**src/rtl/game_tick_gen.sv**
```systemverilog
// game_tick_gen
// ---------------------------------------------------------------------------
// Purpose:
//   Divides in_clk down to a game tick. The tick period depends on a
//   difficulty level and is computed arithmetically from the parameters:
//       P(l) = BASE_PERIOD - l*PERIOD_STEP, clamped to at least MIN_PERIOD.
//   Supports pause without losing progress, a one-cycle tick strobe, a
//   free-running tick counter and optional automatic level-up every
//   ACCEL_TICKS ticks.
//
// Ports:
//   in_clk      in   system clock, all logic on its rising edge
//   rst_n       in   synchronous active-low reset
//   run         in   1 = generate ticks, 0 = idle and load speed_sel
//   pause       in   1 = freeze all state while running
//   accel_en    in   enables automatic level-up
//   speed_sel   in   starting level, loaded while run is low
//   tick        out  one-cycle strobe per game tick
//   out_clk     out  toggles on every tick
//   level       out  level currently in effect
//   tick_count  out  ticks since reset, wrapping
// ---------------------------------------------------------------------------
module game_tick_gen #(
    parameter int CNT_W       = 32,
    parameter int LVL_W       = 3,
    parameter int TCNT_W      = 16,
    parameter int BASE_PERIOD = 25_000_000,
    parameter int PERIOD_STEP = 5_000_000,
    parameter int MIN_PERIOD  = 2_000_000,
    parameter int MAX_LEVEL   = 2**LVL_W - 1,
    parameter int ACCEL_TICKS = 16
) (
    input  logic              in_clk,
    input  logic              rst_n,
    input  logic              run,
    input  logic              pause,
    input  logic              accel_en,
    input  logic [LVL_W-1:0]  speed_sel,
    output logic              tick,
    output logic              out_clk,
    output logic [LVL_W-1:0]  level,
    output logic [TCNT_W-1:0] tick_count
);

    // The level*step product is formed in CNT_W+LVL_W bits so it cannot
    // overflow before it is compared against the available headroom.
    localparam int PW = CNT_W + LVL_W;

    localparam logic [PW-1:0] BASE_W = PW'(BASE_PERIOD);
    localparam logic [PW-1:0] STEP_W = PW'(PERIOD_STEP);
    localparam logic [PW-1:0] MIN_W  = PW'(MIN_PERIOD);

    // When the base period does not exceed the floor every level runs at the
    // floor; otherwise the headroom is how far the period may shrink.
    localparam bit            ALWAYS_MIN = (BASE_PERIOD <= MIN_PERIOD);
    localparam logic [PW-1:0] HEADROOM   =
        ALWAYS_MIN ? '0 : PW'(BASE_PERIOD - MIN_PERIOD);

    localparam logic [LVL_W-1:0] MAX_L = LVL_W'(MAX_LEVEL);

    localparam int              AW       = (ACCEL_TICKS > 1) ? $clog2(ACCEL_TICKS) : 1;
    localparam logic [AW-1:0]   ACC_LAST = AW'(ACCEL_TICKS - 1);

    logic [CNT_W-1:0] counter;
    logic [AW-1:0]    accel_cnt;
    logic [LVL_W-1:0] start_level;
    logic [LVL_W-1:0] next_level;
    logic             accel_wrap;

    // Reload value for the down-counter at a given level: P(l) - 1.
    // The clamp test happens before the subtraction, so it never wraps.
    function automatic logic [CNT_W-1:0] reload_of(input logic [LVL_W-1:0] l);
        logic [PW-1:0] prod;
        logic [PW-1:0] p;
        prod = PW'(l) * STEP_W;
        if (ALWAYS_MIN || (prod > HEADROOM))
            p = MIN_W;
        else
            p = BASE_W - prod;
        return CNT_W'(p - PW'(1));
    endfunction

    // Level used when leaving idle, and the level after a tick event
    // (one step up when the accel counter completes, saturating at MAX_L).
    always_comb begin
        start_level = (speed_sel > MAX_L) ? MAX_L : speed_sel;
        accel_wrap  = accel_en && (accel_cnt == ACC_LAST);
        next_level  = level;
        if (accel_wrap && (level < MAX_L))
            next_level = level + 1'b1;
    end

    // Main sequencer. Priority: reset, then idle/load, then pause, then count.
    // The reload on a tick uses next_level so a level-up shortens the very
    // next interval.
    always_ff @(posedge in_clk) begin
        if (!rst_n) begin
            counter    <= '0;
            level      <= '0;
            accel_cnt  <= '0;
            tick       <= 1'b0;
            out_clk    <= 1'b0;
            tick_count <= '0;
        end else if (!run) begin
            level     <= start_level;
            counter   <= reload_of(start_level);
            accel_cnt <= '0;
            tick      <= 1'b0;
        end else if (pause) begin
            tick <= 1'b0;
        end else if (counter != '0) begin
            counter <= counter - 1'b1;
            tick    <= 1'b0;
        end else begin
            tick       <= 1'b1;
            out_clk    <= ~out_clk;
            tick_count <= tick_count + 1'b1;
            level      <= next_level;
            counter    <= reload_of(next_level);
            if (accel_wrap)
                accel_cnt <= '0;
            else if (accel_en)
                accel_cnt <= accel_cnt + 1'b1;
        end
    end

endmodule

```
**config.mk**
```make
export PLATFORM = sky130hd
export DESIGN_NAME = game_tick_gen
export DESIGN_NICKNAME = d
export VERILOG_FILES = /design/src/rtl/game_tick_gen.sv
export SDC_FILE = /design/constraint.sdc
export NUM_CORES = 1
export LEC_CHECK = 0
export BUFFER_PORTS_ARGS = -buffer_cell sky130_fd_sc_hd__buf_2
export CORE_AREA = 2 2 141 143
export CTS_CLUSTER_SIZE = 10
export DETAILED_ROUTE_END_ITERATION = 7
export DIE_AREA = 0 0 143 145
export SYNTH_ARGS = -nofsm -noshare
export SYNTH_HDL_FRONTEND = slang
export SYNTH_SLANG_ARGS = --single-unit
```
**constraint.sdc**
```tcl
create_clock -name in_clk -period 6.8 [get_ports in_clk]
set_input_delay 1.02 -clock in_clk [delete_from_list [all_inputs] [get_ports in_clk]]
set_output_delay 1.02 -clock in_clk [all_outputs]
set_load 0.02 [all_outputs]
```
==> results_dict.tcl <==
set metrics [dict create \
    start_util 0.295 \
    cts_root_buf "clkbuf_16" \
    routabilityCongestion 0.888 \
    powerDensity_nw_per_um2 188 \
    cp.arrival_ps 6670 \
    grt_util_met2 0.241 \
    rows 51 \
    syn2layout_area_growth_pct 15.0 \
    end_kind "register" \
    fillCellCount 2042 \
    numCtsBuffers 9 \
    io_pins 29 \
    synth_seq_cells 57 \
    synth-main-ff-cell "dfxtp_1" \
    synthCells 734 \
    stdcell_area_um2 6510 \
    cts_setup_buffers 0 \
    synth-edff-count 0 \
    die_area_um2 20700 \
    finalNonFillerCells 1036 \
    clk_latency_ps 340 \
    r2r-end "counter[26]" \
    vias 5656 \
    netlist.area_leader.share 0.202 \
    drt-initial-drc-count 469 \
    ys_async_sr_fraction 0 \
    final-setup-viol-count 0 \
    ir_drop_v 0.000124 \
    synth.area.top_cells "dfxtp_1 (20%), ha_1 (7.5%), xnor2_1 (6.5%)" \
    cts_resized 0 \
    finClkSkew_ps 9.58 \
    cp-startpoint "accel_en" \
    hold_depth 2 \
    dp_hpwl_um 12700 \
    synth_commonest_cells "nand2_1 (70), dfxtp_1 (57), nor2_1 (50), xnor2_1 (42), a21oi_1 (41)" \
    rr_startpoint "accel_cnt[0]" \
    grt_use_met3 0.0304 \
    rsz0062_at_grt "no" \
    place_area_um2 6180 \
    syn_area_um2 5660 \
    drcViolationCount 0 \
    ctsHoldBuffers 0 \
    syn_nets 778 \
    gr-usage-all-layers 0.161 \
    clk_transition_reported_paths_ps 50 \
    period_share 0.941 \
    worstMarginPinSlew_ps 872 \
    tns_ps 0 \
    grt_pass1_vias 5366 \
    seq_area_frac_synth 0.202 \
    antenna_found_initial 0 \
    final-hold-violation-count 0 \
    wl_per_cell_um 15.8 \
    viasPerCell 5.46 \
    fmax_mhz 156 \
    dpl.cell_count 1020 \
    yosysMostFrequentCell "nand2_1" \
    core_um2 19200 \
    status "finished, final reports clean" \
    diodes 0 \
    io_buffers 28 \
    die_h_um 145 \
    grt_pass1_wl_um 27400 \
    drv_slew 0 \
    maxCapViolations 0 \
    crit_path_max_fanout 13 \
    finalWirelength_um 16400 \
    reg2regPathDepth 19 \
    slew_headroom 0.417 \
    postRouteAntennaNets 0 \
    cp.required_ps 7060 \
    leakagePower_nw 2.48 \
    fin_nets 810 \
    synth_top_cell_by_area "dfxtp_1" \
    rrSetupSlack_ps 590 \
    ys_warn_count 0 \
    critPathKind "input port to register" \
    grt_max_degree 50 \
    grt_use_met1 0.234 \
    endpoint "counter[26]" \
    min_path_type "register to register" \
    drive_gt1_frac 0.128 \
    die_w_um 143 \
    synth_cell_types 93 \
    cts.sinks 57 \
    crit_path_start_kind "input port" \
    cts_tree "built" \
    drt_pre_antenna_iters 5 \
    grt.overflow.total 0 \
    synth_area_per_cell_um2 7.71 \
    top_usage_layer "met2" \
    cts_buffer_depth 2 \
    fin_worst_hold_slack_ps 485 \
    fin_crit_ps 6400 \
    h-tree-depth 3 \
]
how the worst min path moves through the flow:
stage	to	start	slack [ps]
after global routing	accel_cnt[1]	accel_cnt[1]	520
after floorplan	accel_cnt[1]	accel_cnt[1]	450
after detailed placement	accel_cnt[1]	accel_cnt[1]	480
after CTS	accel_cnt[1]	accel_cnt[1]	490
final	accel_cnt[1]	accel_cnt[1]	480
after global placement	accel_cnt[1]	accel_cnt[1]	480
worst max-delay path: stages:
cell,delay [ps]
buf_2,140
and4_1,440
a31o_2,310
clkinv_1,210
ha_1,350
ha_1,230
ha_1,200
nor2_1,90
or3_1,350
a211o_1,290
and3_1,270
a2bb2oi_2,270
a2111oi_0,570
o2111ai_1,260
a211o_1,320
or4_1,510
or4_1,530
a21o_1,180
a21oi_2,110
registers in the layout (all words and copies together) (netlist names):
signal and count:
out_clk 1, tick_count 16, counter 32, level 3, tick 1, accel_cnt 4
power by group:
part	internal, W	leakage [nW]	switching (W)
combinational	0.000139	1.86	0.000216
sequential	0.000352	0.467	0.0000238
clock	0.000323	0.153	0.000170
stage by stage:
stage                     power (W)  setup WS (ps)  utilization
after global placement     0.000732            202        0.322
after global routing        0.00129           15.3        0.339
final                       0.00122            398        0.339
after CTS                   0.00123            487        0.339
after detailed placement   0.000730            150        0.322
after floorplan            0.000644            656            -
area by class of cell:
type | instances | area, um^2 | area share
Clock inverter | 7 | 101 | 0.0156
Sequential cell | 57 | 1140 | 0.175
Tap cell | 265 | 332 | 0.0510
Clock buffer | 9 | 225 | 0.0346
Multi-Input combinational cell | 615 | 4270 | 0.656
Timing Repair Buffer | 51 | 313 | 0.0481
Inverter | 32 | 125 | 0.0192
layer usage:
layer | part of all wire | up-vias
li1 | - | 2790
met2 | 0.44 | 169
met4 | 0.017 | 0
met1 | 0.49 | 2668
met5 | 0 | -
met3 | 0.061 | 29
cells in the final DEF (no fill, tap or decap), types with 12 or more instances in the layout:
cell and count:
nor3_1 20, a21oi_1 41, buf_4 23, inv_1 28, nor2_1 50, dfxtp_1 57
and3_1 13, nand4_1 14, nand3_1 28, xnor2_1 42, buf_2 28, nand2_1 70
mux2i_1 12, ha_1 34, o21ai_0 32, xor2_1 23, and2_1 21
logic make-up (layout without fill, tap and decap cells):
| family | Yosys count | count (layout) | share of synthesized area |
|---|---|---|---|
| buffers and inverters | 62 | 99 | 0.0449 |
| XOR/XNOR | 67 | 67 | 0.108 |
| flip-flops | 57 | 57 | 0.202 |
| adder cells (fa/ha/maj) | 36 | 36 | 0.0822 |
| AO/OA/AOI/OAI | 203 | 203 | 0.253 |
| multiplexers | 12 | 12 | 0.0212 |
| AND/OR/NAND/NOR | 297 | 297 | 0.289 |
(Power assumes the default switching activity.)
